### src/rtl/eth_arb_pkg.sv
// Shared types and constants for the Ethernet TX packet arbiter.
package eth_arb_pkg;

  localparam int unsigned STATE_W  = 2;
  localparam int unsigned STREAK_W = 8;

  typedef logic [STATE_W-1:0] arb_state_t;

  localparam arb_state_t IDLE     = 2'd0;
  localparam arb_state_t GNT_CHDR = 2'd1;
  localparam arb_state_t GNT_CPU  = 2'd2;

  localparam int unsigned GNT_CHDR_BIT = 0;
  localparam int unsigned GNT_CPU_BIT  = 1;

  // A weight of zero still lets one CHDR packet through before the CPU turn.
  function automatic logic [STREAK_W-1:0] eff_weight(input logic [STREAK_W-1:0] w);
    return (w == '0) ? STREAK_W'(1) : w;
  endfunction

endpackage

### src/rtl/pkt_counter.sv
// Wrapping packet counter; a clear wins over a same-cycle increment.
module pkt_counter #(
  parameter int unsigned CNT_W = 32
) (
  input  logic             clk,
  input  logic             rst_n,
  input  logic             clr,
  input  logic             inc,
  output logic [CNT_W-1:0] count
);

  always_ff @(posedge clk or negedge rst_n) begin
    if (!rst_n) begin
      count <= '0;
    end else if (clr) begin
      count <= '0;
    end else if (inc) begin
      count <= count + CNT_W'(1);
    end
  end

endmodule

### src/rtl/eth_tx_pkt_arbiter.sv
// Packet-atomic CHDR/CPU arbiter in front of the MAC TX stream.
// CHDR is weighted; CPU gets a packet after cfg_chdr_weight back-to-back CHDR packets.
module eth_tx_pkt_arbiter
  import eth_arb_pkg::*;
#(
  parameter int unsigned DATA_W = 64,
  parameter int unsigned USER_W = 4,
  parameter int unsigned CNT_W  = 32
) (
  input  logic              bus_clk,
  input  logic              bus_rst_n,
  input  logic              tx_en,
  input  logic [7:0]        cfg_chdr_weight,
  input  logic              cnt_clr,
  input  logic [DATA_W-1:0] s_chdr_tdata,
  input  logic [USER_W-1:0] s_chdr_tuser,
  input  logic              s_chdr_tlast,
  input  logic              s_chdr_tvalid,
  output logic              s_chdr_tready,
  input  logic [DATA_W-1:0] s_cpu_tdata,
  input  logic [USER_W-1:0] s_cpu_tuser,
  input  logic              s_cpu_tlast,
  input  logic              s_cpu_tvalid,
  output logic              s_cpu_tready,
  output logic [DATA_W-1:0] m_tdata,
  output logic [USER_W-1:0] m_tuser,
  output logic              m_tlast,
  output logic              m_tvalid,
  input  logic              m_tready,
  output logic [1:0]        grant,
  output logic [CNT_W-1:0]  chdr_pkt_count,
  output logic [CNT_W-1:0]  cpu_pkt_count
);

  arb_state_t          state;
  arb_state_t          state_nxt;
  logic [STREAK_W-1:0] streak;
  logic [STREAK_W-1:0] streak_nxt;
  logic                chdr_done;
  logic                cpu_done;

  assign chdr_done = (state == GNT_CHDR) && s_chdr_tvalid && m_tready && s_chdr_tlast;
  assign cpu_done  = (state == GNT_CPU)  && s_cpu_tvalid  && m_tready && s_cpu_tlast;

  always_ff @(posedge bus_clk or negedge bus_rst_n) begin
    if (!bus_rst_n) begin
      state  <= IDLE;
      streak <= '0;
    end else begin
      state  <= state_nxt;
      streak <= streak_nxt;
    end
  end

  // Decisions only happen in IDLE, so a grant is held for the whole packet.
  always_comb begin
    state_nxt  = state;
    streak_nxt = streak;
    case (state)
      IDLE: begin
        if (tx_en) begin
          if (s_chdr_tvalid && (!s_cpu_tvalid || (streak < eff_weight(cfg_chdr_weight)))) begin
            state_nxt = GNT_CHDR;
            if (!s_cpu_tvalid) begin
              streak_nxt = '0;
            end else if (streak != '1) begin
              streak_nxt = streak + STREAK_W'(1);
            end
          end else if (s_cpu_tvalid) begin
            state_nxt  = GNT_CPU;
            streak_nxt = '0;
          end
        end
      end
      GNT_CHDR: if (chdr_done) state_nxt = IDLE;
      GNT_CPU:  if (cpu_done)  state_nxt = IDLE;
      default:  state_nxt = IDLE;
    endcase
  end

  // Zero-latency pass-through of the granted source; the idle path is quiet.
  always_comb begin
    m_tdata       = '0;
    m_tuser       = '0;
    m_tlast       = 1'b0;
    m_tvalid      = 1'b0;
    s_chdr_tready = 1'b0;
    s_cpu_tready  = 1'b0;
    grant         = '0;
    case (state)
      GNT_CHDR: begin
        m_tdata             = s_chdr_tdata;
        m_tuser             = s_chdr_tuser;
        m_tlast             = s_chdr_tlast;
        m_tvalid            = s_chdr_tvalid;
        s_chdr_tready       = m_tready;
        grant[GNT_CHDR_BIT] = 1'b1;
      end
      GNT_CPU: begin
        m_tdata            = s_cpu_tdata;
        m_tuser            = s_cpu_tuser;
        m_tlast            = s_cpu_tlast;
        m_tvalid           = s_cpu_tvalid;
        s_cpu_tready       = m_tready;
        grant[GNT_CPU_BIT] = 1'b1;
      end
      default: ;
    endcase
  end

  pkt_counter #(.CNT_W(CNT_W)) u_chdr_cnt (
    .clk   (bus_clk),
    .rst_n (bus_rst_n),
    .clr   (cnt_clr),
    .inc   (chdr_done),
    .count (chdr_pkt_count)
  );

  pkt_counter #(.CNT_W(CNT_W)) u_cpu_cnt (
    .clk   (bus_clk),
    .rst_n (bus_rst_n),
    .clr   (cnt_clr),
    .inc   (cpu_done),
    .count (cpu_pkt_count)
  );

endmodule

### config.mk
export PLATFORM = sky130hd
export DESIGN_NAME = eth_tx_pkt_arbiter
export DESIGN_NICKNAME = d
export VERILOG_FILES = /design/src/rtl/eth_arb_pkg.sv /design/src/rtl/pkt_counter.sv /design/src/rtl/eth_tx_pkt_arbiter.sv
export SDC_FILE = /design/constraint.sdc
export NUM_CORES = 1
export LEC_CHECK = 0
export CORE_MARGIN = 2
export CORE_UTILIZATION = 39
export CTS_CLUSTER_SIZE = 30
export DETAILED_ROUTE_END_ITERATION = 8
export PLACE_DENSITY = 0.93
export SLEW_MARGIN = 30
export SYNTH_ARGS = -nofsm -noshare
export SYNTH_HDL_FRONTEND = slang
export SYNTH_SLANG_ARGS = --single-unit
### constraint.sdc
create_clock -name bus_clk -period 2.8 [get_ports bus_clk]
set_clock_uncertainty 0.1 [all_clocks]
set_input_delay 0.7 -clock bus_clk [delete_from_list [all_inputs] [get_ports bus_clk]]
set_output_delay 0.7 -clock bus_clk [all_outputs]
set_load 0.03 [all_outputs]
==> Word-level counts from Yosys, hierarchy flattened <==
Cells that the tools add are included.
{ "op_classes": {"n_addsub": 3, "n_lt_le_gt_ge": 1, "n_eq_ne": 8, "muxes": 23, "n_reduce_logical": 16} }
{ "ops": {"columns": ["cell", "count"], "rows": [
  ["2-to-1 mux 32 bit", 4],
  ["case mux 64 bit (2 select lines)", 1],
  ["adder 32 x 1 -> 32 bit (second input constant)", 2],
  ["2-to-1 mux 8 bit", 5],
  ["2-to-1 mux 2 bit", 5],
  ["adder 8 x 1 -> 8 bit (second input constant)", 1],
  ["logical NOT 8 bit", 1],
  ["less-than comparator 8 bit", 1],
  ["inequality test 8 bit (second input constant)", 1],
  ["case mux 4 bit (2 select lines)", 1],
  ["AND reduction 4 bit", 2],
  ["logical AND 1 bit", 7],
  ["inequality test 2 bit (second input constant)", 3],
  ["case mux 2 bit (3 select lines)", 1],
  ["nonzero test 2 bit", 3],
  ["2-to-1 mux 1 bit", 4],
  ["case mux 1 bit (2 select lines)", 2],
  ["inequality test 3 x 2 -> 1 bit (second input constant)", 1],
  ["inequality test 3 bit (second input constant)", 1],
  ["== test 2 x 1 -> 1 bit (second input constant)", 1],
  ["== test 2 bit (second input constant)", 1],
  ["logical NOT 2 bit", 1],
  ["logical NOT 1 bit", 1],
  ["logical OR 1 bit", 1]
]} }
{ "totals": {"register_bits": 74, "inputBits": 153, "output_inout_bits": 138, "elab_cells": 55} }

==> Depth between registers and ports, before layout <==
{ "logic_depth": {"ltp_word": 8, "depth_mapped": 10, "ltp_nobuf": 8} }

==> Modules after synthesis <==
Synthesis repeated with hierarchy kept, for this count alone.
{ "unflattened": {"hier_cells": 612, "hier_area_um2": 5293.8} }
{ "modules_own_cells": {"columns": ["mod", "n_inst", "cells_each", "area_per_inst_um2", "seq_area_each_um2"], "rows": [
  ["pkt_counter", 2, 176, 1680.4, 800.8],
  ["eth_tx_pkt_arbiter", 1, 260, 1933.1, 250.2]
]} }

==> Least setup slack after synthesis <==
Ideal clock, no wire load.
{ "synth_path": {"path_type": "flip-flop to output port", "from": "register state[0]", "to": "output port m_tdata[11]", "t_arrival_ns": 1.971, "required_time_ns": 2.000, "setup_slack_ns": 0.029, "stages_incl_launch_ff": 7, "n_path_buf": 2, "cell_sequence": "dfrtp_1 > inv_1 > ha_1 > clkbuf_1 > clkbuf_1 > a22oi_1 > nor2b_1"} }
{ "synth_between": {"elab_chain_cells": 2, "elab_cells_between_ends": 3, "cone_classes": "2 x eq/ne; 1 x mux"} }
{ "synth_lines": {"columns": ["element", "line", "text"], "rows": [
  ["from (decl)", "eth_tx_pkt_arbiter.sv:35", "arb_state_t state;"],
  ["from (signal assigned)", "eth_tx_pkt_arbiter.sv:50", "state <= state_nxt;"],
  ["== test 2 bit / == test 2 x 1 -> 1 bit (equally long branches)", "eth_tx_pkt_arbiter.sv:90", "case (state)"],
  ["case mux 64 bit (2 select lines) *", "eth_tx_pkt_arbiter.sv:90", null],
  ["to (decl)", "eth_tx_pkt_arbiter.sv:25", "output logic [DATA_W-1:0] m_tdata,"]
]} }
Mark *: on every way between the ends. The rest lies on a longest branch, timed or not.

==> Worst setup path in the final report <==
{ "layout_path": {"from": "register state[0]", "to": "output port m_tdata[40]"} }
The elaborated chain is that of the path after synthesis.

==> impl_metrics.yaml <==
outcome:
  run_status: "finished clean"
detailed_routing:
  total_drc_errors_in_the_routed_layout: 0
  drt_first_iter_violations: 487
  ant_nets: 0
  via_count: 5689
  detail_route.wirelength_mm: 19.4
  drt-vias-per-instance: 5.42
  drt-pass1-iter-count: 5
  detail_route.wl_per_cell_um: 18.5
timing:
  fin_hold_ws_ps: 257
  hold_violations: 0
  drv_slew: 0
  max_freq_mhz: 368
  fin_ws_ps: 80.3
  unrepaired_setup_endpoints_after_global_routing: "false"
  post-route-min-period_ps: 2720
  min_period_over_period: 0.971
  finalSetupViolCount: 0
  tightestPinTransition_ps: 541
  fin_tns_setup_ps: 0
  slew-limit-headroom: 0.639
setup_path:
  critical_path.slowest_cell: "dfrtp_1"
  critPathTopFamily: "flip-flops"
  critical_path_class: "register to primary output"
  worst-r2r-cell-count: 8
  crit_path_cell_trace: "inv_2 > ha_2 > buf_12 > a22oi_1 > nor2b_2 > buf_12"
  cp.buffers_inverters: 3
  critPathMostFrequentCell: "buf_12"
  timing.critical_path.required_ps: 2000
  worst_setup_path_start_kind: "register"
  worst-path-max-fanout: 50
  timing.critical_path.to_type: "primary output"
  cp.depth: 6
  critPathArrivalTime_ps: 1920
  max_stage_delay_ps: 450
global_routing:
  first_global_vias: 5492
  gr-usage-all-layers: 0.276
  grt_antenna_before_repair: 0
  grt_max_degree: 51
  aggregate_global_routing_overflow: 0
  grt_first_pass_wirelength_mm: 29.1
clock_network:
  cts.reportedPaths.clkPinSlew_ps: 50
  cts-buffers-inserted: 9
  post-cts-setup-buffers: 0
  cts.htree.levels: 3
  clock_tree_from_tritoncts: "done"
  clockRootBuffer: "clkbuf_16"
  clock_tree.buffer_depth: 2
  clkSinkCount: 74
  cts_hold_buf: 0
  insertion_delay_ps: 330
synthesis:
  synthMostInstantiatedCell: "dfrtp_1"
  syn_area_um2: 4980
  synth_flop_cell: "dfrtp_1"
  synth_fp_nets: 748
  post_synthesis_mean_instance_area_um2: 8.56
  synth_warnings: 0
  async_flop_share: 1.00
  synthDominantAreaCellType: "dfrtp_1"
  yosysSeqAreaShare: 0.372
  synthCells: 582
  yosys-top-cells-count: "74 x dfrtp_1, 71 x a22oi_1, 71 x nor2b_1"
  number_of_distinct_standard_cells_referenced_by_the_synthesized_netlist: 45
  yosys_register_bits: 74
  share_of_the_synthesized_area_in_the_top_cell_type: 0.372
  synth_edf_count: 0
  synth_top_cells_by_area: "dfrtp_1 37%, a22oi_1 11%, nor2b_1 8.9%"
floorplanning:
  core.rowCount: 41
  floorplan.initialDensity: 0.396
  die_y_um: 117
  die_width_um: 117
  num_io_pins: 291
  die_outline_area_um2: 13700
  design.core.area_um2: 12600
cells_and_area:
  layoutNonFillerInstCount: 1049
  number_of_nets_in_the_layout: 1039
  antennaDiodeCount: 0
  area.growth.synth_to_final_pct: 75.6
  utilization: 0.696
  final_layout_size_suffix_gt1_frac: 0.170
placement:
  dp_cells: 1034
  post-dp-hpwl_mm: 15.1
  dpl_ws_ps: -163
  place_congestion: 0.843
  portBuffers: 290
pwr:
  p_per_area_nw_per_um2: 630
  ir_drop_uv: 676
  leakagePower_nw: 3.51
min_path:
  min-delay-path-class: "input port to asynchronous set/reset pin"
run:
  cap_violations: 0
==> what timing repair did <==
item                                    in CTS  in global routing
gates cloned                                 0                  0
endpoints found under the setup margin      15                 27
gates resized for setup                      6                 19
==> routing by layer <==
metal / GRT usage / up-vias / share of wire
li1: - / 2638 / -
met1: 0.334 / 2702 / 0.39
met2: 0.478 / 306 / 0.50
met3: 0.0788 / 43 / 0.084
met4: 0.0831 / 0 / 0.025
met5: 0 / - / 0
==> per-stage QoR <==
stage | instance area, um2 | total power [mW]
after CTS | 8700 | 5.50
after global routing | 8750 | 5.78
after global placement | 8370 | 4.26
after detailed placement | 8370 | 4.28
final | 8750 | 5.51
after floorplan | 4980 | 2.81
==> report_power, final <==
part / leakage, nW / switching (mW) / internal, mW
Clock: 0.152 / 0.401 / 0.756
Sequential: 1.03 / 0.0356 / 1.10
Combinational: 2.33 / 1.69 / 1.53
==> state kept, by name, summed over array words and instances (netlist names) <==
| signal | cells |
|---|---|
| u_cpu_cnt.count | 32 |
| u_chdr_cnt.count | 32 |
| streak | 8 |
| state | 2 |
==> cell families (layout without fill, tap and decap cells) <==
| group | Yosys count | after routing | synth area share |
|---|---|---|---|
| adders and majority gates | 13 | 13 | 0.0326 |
| buffers and inverters | 55 | 350 | 0.0424 |
| xor gates and xnor gates | 50 | 50 | 0.0879 |
| and+or+nand+nor | 268 | 268 | 0.294 |
| AOI/OAI and AO/OA | 121 | 121 | 0.169 |
| muxes | 1 | 1 | 0.00226 |
| DFF | 74 | 74 | 0.372 |
==> layout by cell type, fill, tap and decap left out, types with 3 or more instances in the layout <==
| master | count |
|---|---|
| and2_1 | 5 |
| and3_1 | 6 |
| clkbuf_8 | 3 |
| clkdlybuf4s50_1 | 215 |
| nor2b_1 | 55 |
| a21oi_1 | 19 |
| nor2_1 | 64 |
| xnor2_1 | 14 |
| a22oi_1 | 71 |
| and4_1 | 7 |
| dfrtp_1 | 74 |
| nor4_1 | 6 |
| buf_12 | 32 |
| nand2_1 | 36 |
| inv_1 | 18 |
| o21ai_0 | 16 |
| buf_4 | 63 |
| nand3_1 | 25 |
| xor2_1 | 36 |
| ha_1 | 10 |
| nor3_1 | 4 |
| nor2b_2 | 16 |
| nand4_1 | 16 |
| clkbuf_16 | 9 |
| or3_1 | 16 |
==> final cells by class <==
cell class | count | area, um2
Inverter | 20 | 75.1
Timing Repair Buffer | 315 | 3310
Fill cell | 933 | 3820
Sequential cell | 74 | 1850
Tap cell | 172 | 215
Multi-Input combinational cell | 453 | 2990
Clock inverter | 2 | 35.0
Clock buffer | 13 | 270
==> final timing paths <==
check | start | endpoint | slack (ps)
max | state[0] | m_tdata[40] | 80
min | bus_rst_n | u_chdr_cnt.count[30] | 260
max reg2reg | state[1] | u_chdr_cnt.count[22] | 260
min reg2reg | streak[1] | streak[1] | 470
max in group asynchronous | bus_rst_n | u_cpu_cnt.count[19] | 1690
min in group bus_clk | streak[1] | streak[1] | 470
(Power assumes the default switching activity.)
